===== src/rtl/brq_pkg.sv =====
// ---------------------------------------------------------------------------
// brq_pkg
// Shared types and constants for the branch resolve queue.
//   BRQ_XLEN    : PC / target width of a queue entry
//   PC_STEP     : sequential fall-through distance for a branch instruction
//   brq_entry_t : one in-flight predicted branch {pc, pred_taken, pred_tgt}
//   brq_ptr_w() : head/tail pointer width for a given queue depth
// ---------------------------------------------------------------------------
package brq_pkg;

    localparam int BRQ_XLEN = 32;

    localparam logic [BRQ_XLEN-1:0] PC_STEP = BRQ_XLEN'(4);

    typedef struct packed {
        logic [BRQ_XLEN-1:0] pc;
        logic                pred_taken;
        logic [BRQ_XLEN-1:0] pred_tgt;
    } brq_entry_t;

    // Pointer width; a depth of 1 still needs one bit to form a legal vector.
    function automatic int brq_ptr_w(input int depth);
        return (depth > 1) ? $clog2(depth) : 1;
    endfunction

endpackage


===== src/rtl/branch_resolve_queue.sv =====
// ---------------------------------------------------------------------------
// branch_resolve_queue
// In-order queue of in-flight predicted branches between fetch/predict and
// execute. Fetch enqueues each branch with its predicted direction/target;
// execute resolves the oldest entry. A wrong direction or wrong taken target
// raises a one-cycle mispredict with the correct redirect PC and flushes every
// younger (wrong-path) entry. Every resolve also produces a predictor
// training strobe.
//
// Optional feature macro: BRQ_STATS_EN
//   defined   -> adds o_stat_resolved / o_stat_mispred saturating counters
//   undefined -> counters and their ports are absent
//
// Ports
//   clk               clock, all state on rising edge
//   i_reset           synchronous, active-high reset
//   i_enq_valid       fetch presents a predicted branch
//   o_enq_ready       queue can accept (not full, no flush pulse this cycle)
//   i_enq_pc          branch instruction PC
//   i_enq_pred_taken  predicted direction
//   i_enq_pred_tgt    predicted target (meaningful only when predicted taken)
//   i_res_valid       execute resolves the oldest queued branch
//   i_res_taken       actual direction
//   i_res_tgt         actual taken target
//   o_mispredict      one-cycle pulse: flush + redirect
//   o_redirect_pc     correct next PC, valid with o_mispredict
//   o_upd_valid       predictor training strobe, one per resolve
//   o_upd_pc          trained branch PC
//   o_upd_taken       trained outcome
//   o_count           occupancy
//   o_res_err         sticky: resolve seen while empty
//   o_stat_resolved   (BRQ_STATS_EN) resolves seen, saturating
//   o_stat_mispred    (BRQ_STATS_EN) mispredicts seen, saturating
// ---------------------------------------------------------------------------
module branch_resolve_queue
    import brq_pkg::*;
#(
    parameter int DEPTH = 4,
    parameter int XLEN  = BRQ_XLEN
) (
    input  logic                       clk,
    input  logic                       i_reset,
    input  logic                       i_enq_valid,
    output logic                       o_enq_ready,
    input  logic [XLEN-1:0]            i_enq_pc,
    input  logic                       i_enq_pred_taken,
    input  logic [XLEN-1:0]            i_enq_pred_tgt,
    input  logic                       i_res_valid,
    input  logic                       i_res_taken,
    input  logic [XLEN-1:0]            i_res_tgt,
    output logic                       o_mispredict,
    output logic [XLEN-1:0]            o_redirect_pc,
    output logic                       o_upd_valid,
    output logic [XLEN-1:0]            o_upd_pc,
    output logic                       o_upd_taken,
    output logic [$clog2(DEPTH):0]     o_count,
    output logic                       o_res_err
`ifdef BRQ_STATS_EN
    ,
    output logic [31:0]                o_stat_resolved,
    output logic [31:0]                o_stat_mispred
`endif
);

    localparam int PTR_W = brq_ptr_w(DEPTH);
    localparam int CNT_W = $clog2(DEPTH) + 1;
    localparam logic [CNT_W-1:0] FULL_CNT = CNT_W'(DEPTH);

    // Storage and pointers
    brq_entry_t             r_mem [DEPTH];
    logic [PTR_W-1:0]       r_head;
    logic [PTR_W-1:0]       r_tail;
    logic [CNT_W-1:0]       r_count;

    // Registered outputs
    logic                   r_mispredict;
    logic [XLEN-1:0]        r_redirect_pc;
    logic                   r_upd_valid;
    logic [XLEN-1:0]        r_upd_pc;
    logic                   r_upd_taken;
    logic                   r_res_err;

    // Combinational resolve path
    brq_entry_t             w_head_entry;
    logic                   w_enq_ready;
    logic                   w_enq_fire;
    logic                   w_res_fire;
    logic                   w_dir_wrong;
    logic                   w_tgt_wrong;
    logic                   w_mispred;
    logic                   w_flush;
    logic [XLEN-1:0]        w_redirect_pc;

    // Ready depends only on the current occupancy and the flush pulse, so a
    // full queue cannot accept even when the oldest entry resolves this cycle.
    assign w_enq_ready  = (r_count != FULL_CNT) && !r_mispredict;
    assign w_enq_fire   = i_enq_valid && w_enq_ready;
    assign w_res_fire   = i_res_valid && (r_count != '0);

    assign w_head_entry = r_mem[r_head];
    assign w_dir_wrong  = (i_res_taken != w_head_entry.pred_taken);
    // Target only matters when both predicted and actual say taken.
    assign w_tgt_wrong  = i_res_taken && w_head_entry.pred_taken &&
                          (i_res_tgt != w_head_entry.pred_tgt);
    assign w_mispred    = w_dir_wrong || w_tgt_wrong;
    assign w_flush      = w_res_fire && w_mispred;

    // Fall-through wraps modulo 2^XLEN; the carry is deliberately dropped.
    assign w_redirect_pc = i_res_taken ? i_res_tgt : (w_head_entry.pc + PC_STEP);

    // NOTE: entry storage has no reset; occupancy tracking alone decides which
    // entries are live, so clearing the array would only add reset fan-out.
    always_ff @(posedge clk) begin
        if (w_enq_fire && !w_flush) begin
            r_mem[r_tail] <= '{pc: i_enq_pc,
                               pred_taken: i_enq_pred_taken,
                               pred_tgt: i_enq_pred_tgt};
        end
    end

    // Pointers and occupancy. DEPTH is a power of two, so the pointers wrap
    // naturally at their bit width.
    always_ff @(posedge clk) begin
        if (i_reset) begin
            r_head  <= '0;
            r_tail  <= '0;
            r_count <= '0;
        end else if (w_flush) begin
            // Everything younger than the mispredicted branch is wrong-path,
            // including an enqueue arriving on this same edge.
            r_head  <= '0;
            r_tail  <= '0;
            r_count <= '0;
        end else begin
            if (w_res_fire) begin
                r_head <= r_head + 1'b1;
            end
            if (w_enq_fire) begin
                r_tail <= r_tail + 1'b1;
            end
            case ({w_enq_fire, w_res_fire})
                2'b10:   r_count <= r_count + 1'b1;
                2'b01:   r_count <= r_count - 1'b1;
                default: r_count <= r_count;
            endcase
        end
    end

    // Resolve results, registered once so they appear one cycle after the
    // resolving edge. PC/outcome fields hold their last value between strobes.
    always_ff @(posedge clk) begin
        if (i_reset) begin
            r_mispredict  <= 1'b0;
            r_redirect_pc <= '0;
            r_upd_valid   <= 1'b0;
            r_upd_pc      <= '0;
            r_upd_taken   <= 1'b0;
            r_res_err     <= 1'b0;
        end else begin
            r_mispredict <= w_flush;
            r_upd_valid  <= w_res_fire;
            if (w_res_fire) begin
                r_redirect_pc <= w_redirect_pc;
                r_upd_pc      <= w_head_entry.pc;
                r_upd_taken   <= i_res_taken;
            end
            // Sticky until reset: execute resolved a branch that was never queued.
            if (i_res_valid && (r_count == '0)) begin
                r_res_err <= 1'b1;
            end
        end
    end

`ifdef BRQ_STATS_EN
    logic [31:0] r_stat_resolved;
    logic [31:0] r_stat_mispred;

    always_ff @(posedge clk) begin
        if (i_reset) begin
            r_stat_resolved <= '0;
            r_stat_mispred  <= '0;
        end else begin
            if (w_res_fire && (r_stat_resolved != '1)) begin
                r_stat_resolved <= r_stat_resolved + 32'd1;
            end
            if (w_flush && (r_stat_mispred != '1)) begin
                r_stat_mispred <= r_stat_mispred + 32'd1;
            end
        end
    end

    assign o_stat_resolved = r_stat_resolved;
    assign o_stat_mispred  = r_stat_mispred;
`endif

    assign o_enq_ready   = w_enq_ready;
    assign o_mispredict  = r_mispredict;
    assign o_redirect_pc = r_redirect_pc;
    assign o_upd_valid   = r_upd_valid;
    assign o_upd_pc      = r_upd_pc;
    assign o_upd_taken   = r_upd_taken;
    assign o_count       = r_count;
    assign o_res_err     = r_res_err;

endmodule


===== config.mk =====
export PLATFORM = sky130hd
export DESIGN_NAME = branch_resolve_queue
export DESIGN_NICKNAME = d
export VERILOG_FILES = /design/src/rtl/brq_pkg.sv /design/src/rtl/branch_resolve_queue.sv
export SDC_FILE = /design/constraint.sdc
export NUM_CORES = 1
export LEC_CHECK = 0
export CAP_MARGIN = 20
export CORE_UTILIZATION = 30
export CTS_CLUSTER_DIAMETER = 50
export DETAILED_ROUTE_END_ITERATION = 16
export GPL_ROUTABILITY_DRIVEN = 0
export HOLD_SLACK_MARGIN = 0.08
export PLACE_DENSITY = 0.59
export SYNTH_ARGS = -nofsm -noshare
export SYNTH_HDL_FRONTEND = slang
export SYNTH_SLANG_ARGS = --single-unit

===== constraint.sdc =====
create_clock -name clk -period 7.7 [get_ports clk]
set_input_delay 1.54 -clock clk [delete_from_list [all_inputs] [get_ports clk]]
set_output_delay 1.54 -clock clk [all_outputs]
set_load 0.02 [all_outputs]

[Word-level counts from Yosys, hierarchy flattened]
Memory sizes are Yosys's and may differ from the RTL's. A register that Yosys moved wholly into a read port is not among the register bits.
Cells that the tools add are included.
Operators by class
  add/sub/neg operators: 5
  $mul: 0
  div/mod/pow operators: 0
  order comparisons: 0
  equality and inequality tests: 5
  shift-type cells: 0
  mux-type cells: 6
  bitwise logic cells: 0
  reductions and logical operators: 15
Operator list (count)
  $add A32 B3 Y32 const B: 1
  $mux W32: 1
  $ne A32 B32 Y1: 1
  $logic_and A1 B1 Y1: 8
  $pmux W3 S2: 1
  $add A2 B1 Y2 const B: 2
  $mux W2: 2
  $add A3 B1 Y3 const B: 1
  $logic_not A3 Y1: 1
  $ne A3 B3 Y1 const B: 1
  $reduce_bool A3 Y1: 1
  $sub A3 B1 Y3 const B: 1
  $eq A2 B1 Y1 const B: 1
  $eq A2 B2 Y1 const B: 1
  $logic_not A1 Y1: 2
  $mux W1: 2
  $reduce_bool A2 Y1: 1
  $reduce_or A2 Y1: 1
  $logic_or A1 B1 Y1: 1
  $ne A1 B1 Y1: 1
Storage, ports and cells
  bits in registers: 75
  latch bits: 0
  bits in writable memories: 260
  ROM bits: 0
  bits of input ports: 102
  output and inout bits: 72
  logic and storage cells: 41
  memories kept: 1
Memories
  r_mem: depth 4, width 65, read ports 1, clocked after memory_dff 1, wr ports 1, line branch_resolve_queue.sv:70  | brq_entry_t r_mem [DEPTH];

[Logic depth before layout (Yosys ltp)]
  word-level depth: 8
  depth in mapped cells: 11

[Worst setup path before layout]
No wires, ideal clock.
  kind: input port to flip-flop
  from: input port i_res_valid
  to: memory r_mem[2][0] (netlist name), enable pin
  data arrival time: 7.132 ns
  data required time: 7.118 ns
  setup slack: -0.014 ns
  stages: 6
  cells stage by stage: o31ai_1 inv_1 clkbuf_1 nand2_1 nand3_1 nor3b_1
On the way
  longest elaborated chain between the ends: 6
Ends and longest elaborated chain
  start, declared: line branch_resolve_queue.sv:48  | input logic i_res_valid,
  $logic_and A1 B1 Y1: line branch_resolve_queue.sv:98  | assign w_res_fire = i_res_valid && (r_count != '0);
  $logic_and A1 B1 Y1: line branch_resolve_queue.sv:106  | assign w_flush = w_res_fire && w_mispred;
  $logic_not A1 Y1: line branch_resolve_queue.sv:114  | if (w_enq_fire && !w_flush) begin
  $logic_and A1 B1 Y1: line branch_resolve_queue.sv:114
  $mux W1: line branch_resolve_queue.sv:114
  $mux W1 (implied by the code): line branch_resolve_queue.sv:115  | r_mem[r_tail] <= '{pc: i_enq_pc,
  end, declared: line branch_resolve_queue.sv:70
Every way passes these cells.

==> impl_metrics.yaml <==
detailed_routing:
  drt-pass1-iter-count: 5
  route.detailed.drc: 0
  drt-total-wl_um: 37000
  routed_via_density: 4.86
  vias: 8021
  detail_route.wl_per_cell_um: 22.4
  drtAntennaViolNets: 0
  drt_iter0_drc: 686
floorplanning:
  core-area_mm2: 0.0441
  rows: 77
  die_w_um: 213
  die_area_mm2: 0.0455
  pin_count: 174
  initial_core_util_pct: 30.4
  die_h_um: 213
critical_path:
  required_ns: 7.84
  crit_type: "register to register"
  crit_path_start_kind: "register"
  path_max_fanout: 65
  worst_setup_path_end_kind: "register"
  worstPathArrival_ns: 4.78
placement:
  dpl_cell_area_mm2: 0.0158
  hpwl_um: 25400
  place_ws_ns: 2.67
  portBuffers: 173
logic_synthesis:
  synth_area_mm2: 0.0134
  synthTopCellsByArea: "edfxtp_1, dfxtp_1, mux4_2"
  synth_top_family_by_area: "multiplexers"
  synth_top_area_share_pct: 58.3
  syn_avg_cell_area_um2: 15.8
  synth-edff-count: 260
  synthSimpleGateAreaFrac_pct: 7.77
  synthArstFlopShare_pct: 0
  synthTopCellsByCount: "edfxtp_1, nand2_1, dfxtp_1"
  synth_mux_area_share_pct: 11.1
  ys_seq_elements: 337
  synth_nets: 956
  ys_types: 52
  synth_ff_type: "edfxtp_1"
  yosysSeqAreaShare_pct: 69.8
  syn_inst: 846
  synthAdderAreaFrac_pct: 0.803
  synth_compound_area_share_pct: 4.60
  yosysTopAreaCell: "edfxtp_1"
  synth_xor_area_share_pct: 3.99
  yosys_warnings: 0
  yosysMostFrequentCell: "edfxtp_1"
pwr:
  p_comb_share_pct: 30.6
  p_sw_uw: 2070
  internal_power_uw: 4300
  ir_drop_mv: 0.204
  leakagePower_uw: 0.00538
  p_total_uw: 6370
  clockPowerShare_pct: 29.0
  p_seq_share_pct: 40.4
  power_density_mw_per_mm2: 373
  sw_frac_of_total_pct: 32.5
finish:
  n_fill_cell: 4219
  drive_gt1_share_pct: 14.4
  fin_nets: 1140
  regArea_mm2: 0.00935
  final_cell_area_mm2: 0.0171
  multi_input_area_mm2: 0.00382
  area_delta_synth_final_pct: 27.5
  antenna_cells: 0
clock_network:
  cts_root_buffer: "clkbuf_16"
  postCtsSetupBuffers: 0
  clk_pin_slew_ns: 0.06
  clock_latency_ns: 0.53
  numCtsBuffers: 38
  hold_buffers: 0
  ctsResizeCount: 0
  cts_tree: "built"
  clockBufferDepth: 3
  clock-sinks: 337
  cts_max_level: 2
sta:
  clock_skew_ns: 0.0194
  timing_hold_violations_final: 0
  fin_setup_tns_ns: 0
  rsz0062_at_grt: "no"
  worst_pin_slew_ns: 1.02
  setup_violations: 0
  min_period_over_period_pct: 60.2
  setup_slack_ns: 3.06
  period_minus_slack_ns: 4.64
  relSlewSlack_pct: 31.8
  fmax_ghz: 0.216
  drv_slew: 0
  fin_hold_ws_ns: 0.454
grt:
  grt_overflow: 0
  grt_usage_pct: 16.3
  grt_max_degree: 74
  grt_pass1_vias: 8086
  grt_pass1_wl_um: 53600
  antenna_found_initial: 4
flow_run:
  maxCapViolations: 0
hold_path:
  hp-class: "register to register"
run_status:
  status: "completed"
==> registers in the layout, summed over array words and instances (netlist names), named ones only <==
signal         count
o_upd_taken        1
r_tail             2
o_count            3
o_upd_pc          32
o_mispredict       1
o_redirect_pc     32
o_res_err          1
r_head             2
r_mem            260
o_upd_valid        1
==> through the flow <==
stage	instances	utilization (%)
global route	1652	38.7
finish	1652	38.7
floorplan	846	-
global placement	1582	35.8
CTS	1652	38.7
detailed placement	1582	35.8
==> cell usage in the layout (no fill, tap or decap), types with 3 or more instances in the layout <==
cell type        instances
clkbuf_1                 9
inv_6                    5
buf_4                   14
nor3_1                  19
nand4_1                 19
a31oi_1                 12
nand3_1                 18
clkdlybuf4s50_1        172
ha_1                     7
edfxtp_1               260
xor2_1                  23
nor2_1                  15
inv_1                    7
and3_1                   8
clkbuf_8                 5
mux4_2                  65
xnor2_1                 38
nand2b_1                 3
dfxtp_1                 75
clkbuf_16               39
clkinv_1                 4
bufinv_16                4
o22ai_1                  7
nand2_1                112
a21oi_1                 56
a211oi_1                 3
o21ai_0                 10
o211ai_1                 5
==> layout make-up <==
| cell class | count | share of cell area, % |
|---|---|---|
| Sequential cell | 337 | 54.7 |
| Multi-Input combinational cell | 456 | 22.4 |
| Timing Repair Buffer | 187 | 10.7 |
| Clock buffer | 53 | 6.31 |
| Tap cell | 592 | 4.33 |
| Clock inverter | 17 | 1.30 |
| Inverter | 10 | 0.220 |
==> power by group through the flow <==
stage               logic (uW)  registers, uW  clock network (uW)
detailed placement        1960           2620                   0
floorplan                 1160           2640                   0
global placement          1960           2600                   0
finish                    1950           2570                1850
global route              2080           2610                1950
CTS                       1970           2580                1880
==> final timing paths <==
check         startpoint      endpoint  slack (ns)  cells after the start
max             register  r_mem[2][41]        3.06                      9
min          o_upd_pc[9]   o_upd_pc[9]        0.45                      2
max reg2reg     register  r_mem[2][41]        3.06                      9
min reg2reg  o_upd_pc[9]   o_upd_pc[9]        0.45                      2
==> cell families (layout without fill, tap and decap cells) <==
| family | count (synthesis) | after routing |
|---|---|---|
| xor+xnor | 61 | 61 |
| simple gates | 214 | 214 |
| compound gates | 106 | 106 |
| mux | 67 | 67 |
| flops | 337 | 337 |
| fa+ha+maj | 8 | 8 |
| buf+inv | 53 | 267 |
==> worst max-delay path, cell delays in order, from the launching register on <==
cell and delay [ns]:
dfxtp_2 0.31, buf_4 0.43, buf_4 0.53, mux4_2 0.39
xnor2_1 0.43, nand4_1 0.20, nor4_2 0.52, a211oi_2 0.33
nor3b_2 0.25, buf_4 0.80
==> routing by layer <==
metal / GRT usage (%) / up-vias / part of all wire, %
met1: 22.3 / 4081 / 44
met4: 3.92 / 6 / 1.9
li1: - / 3644 / -
met2: 26.8 / 233 / 49
met5: 0 / - / 0.12
met3: 2.93 / 57 / 5.7
Power figures use the tool's default switching activity.
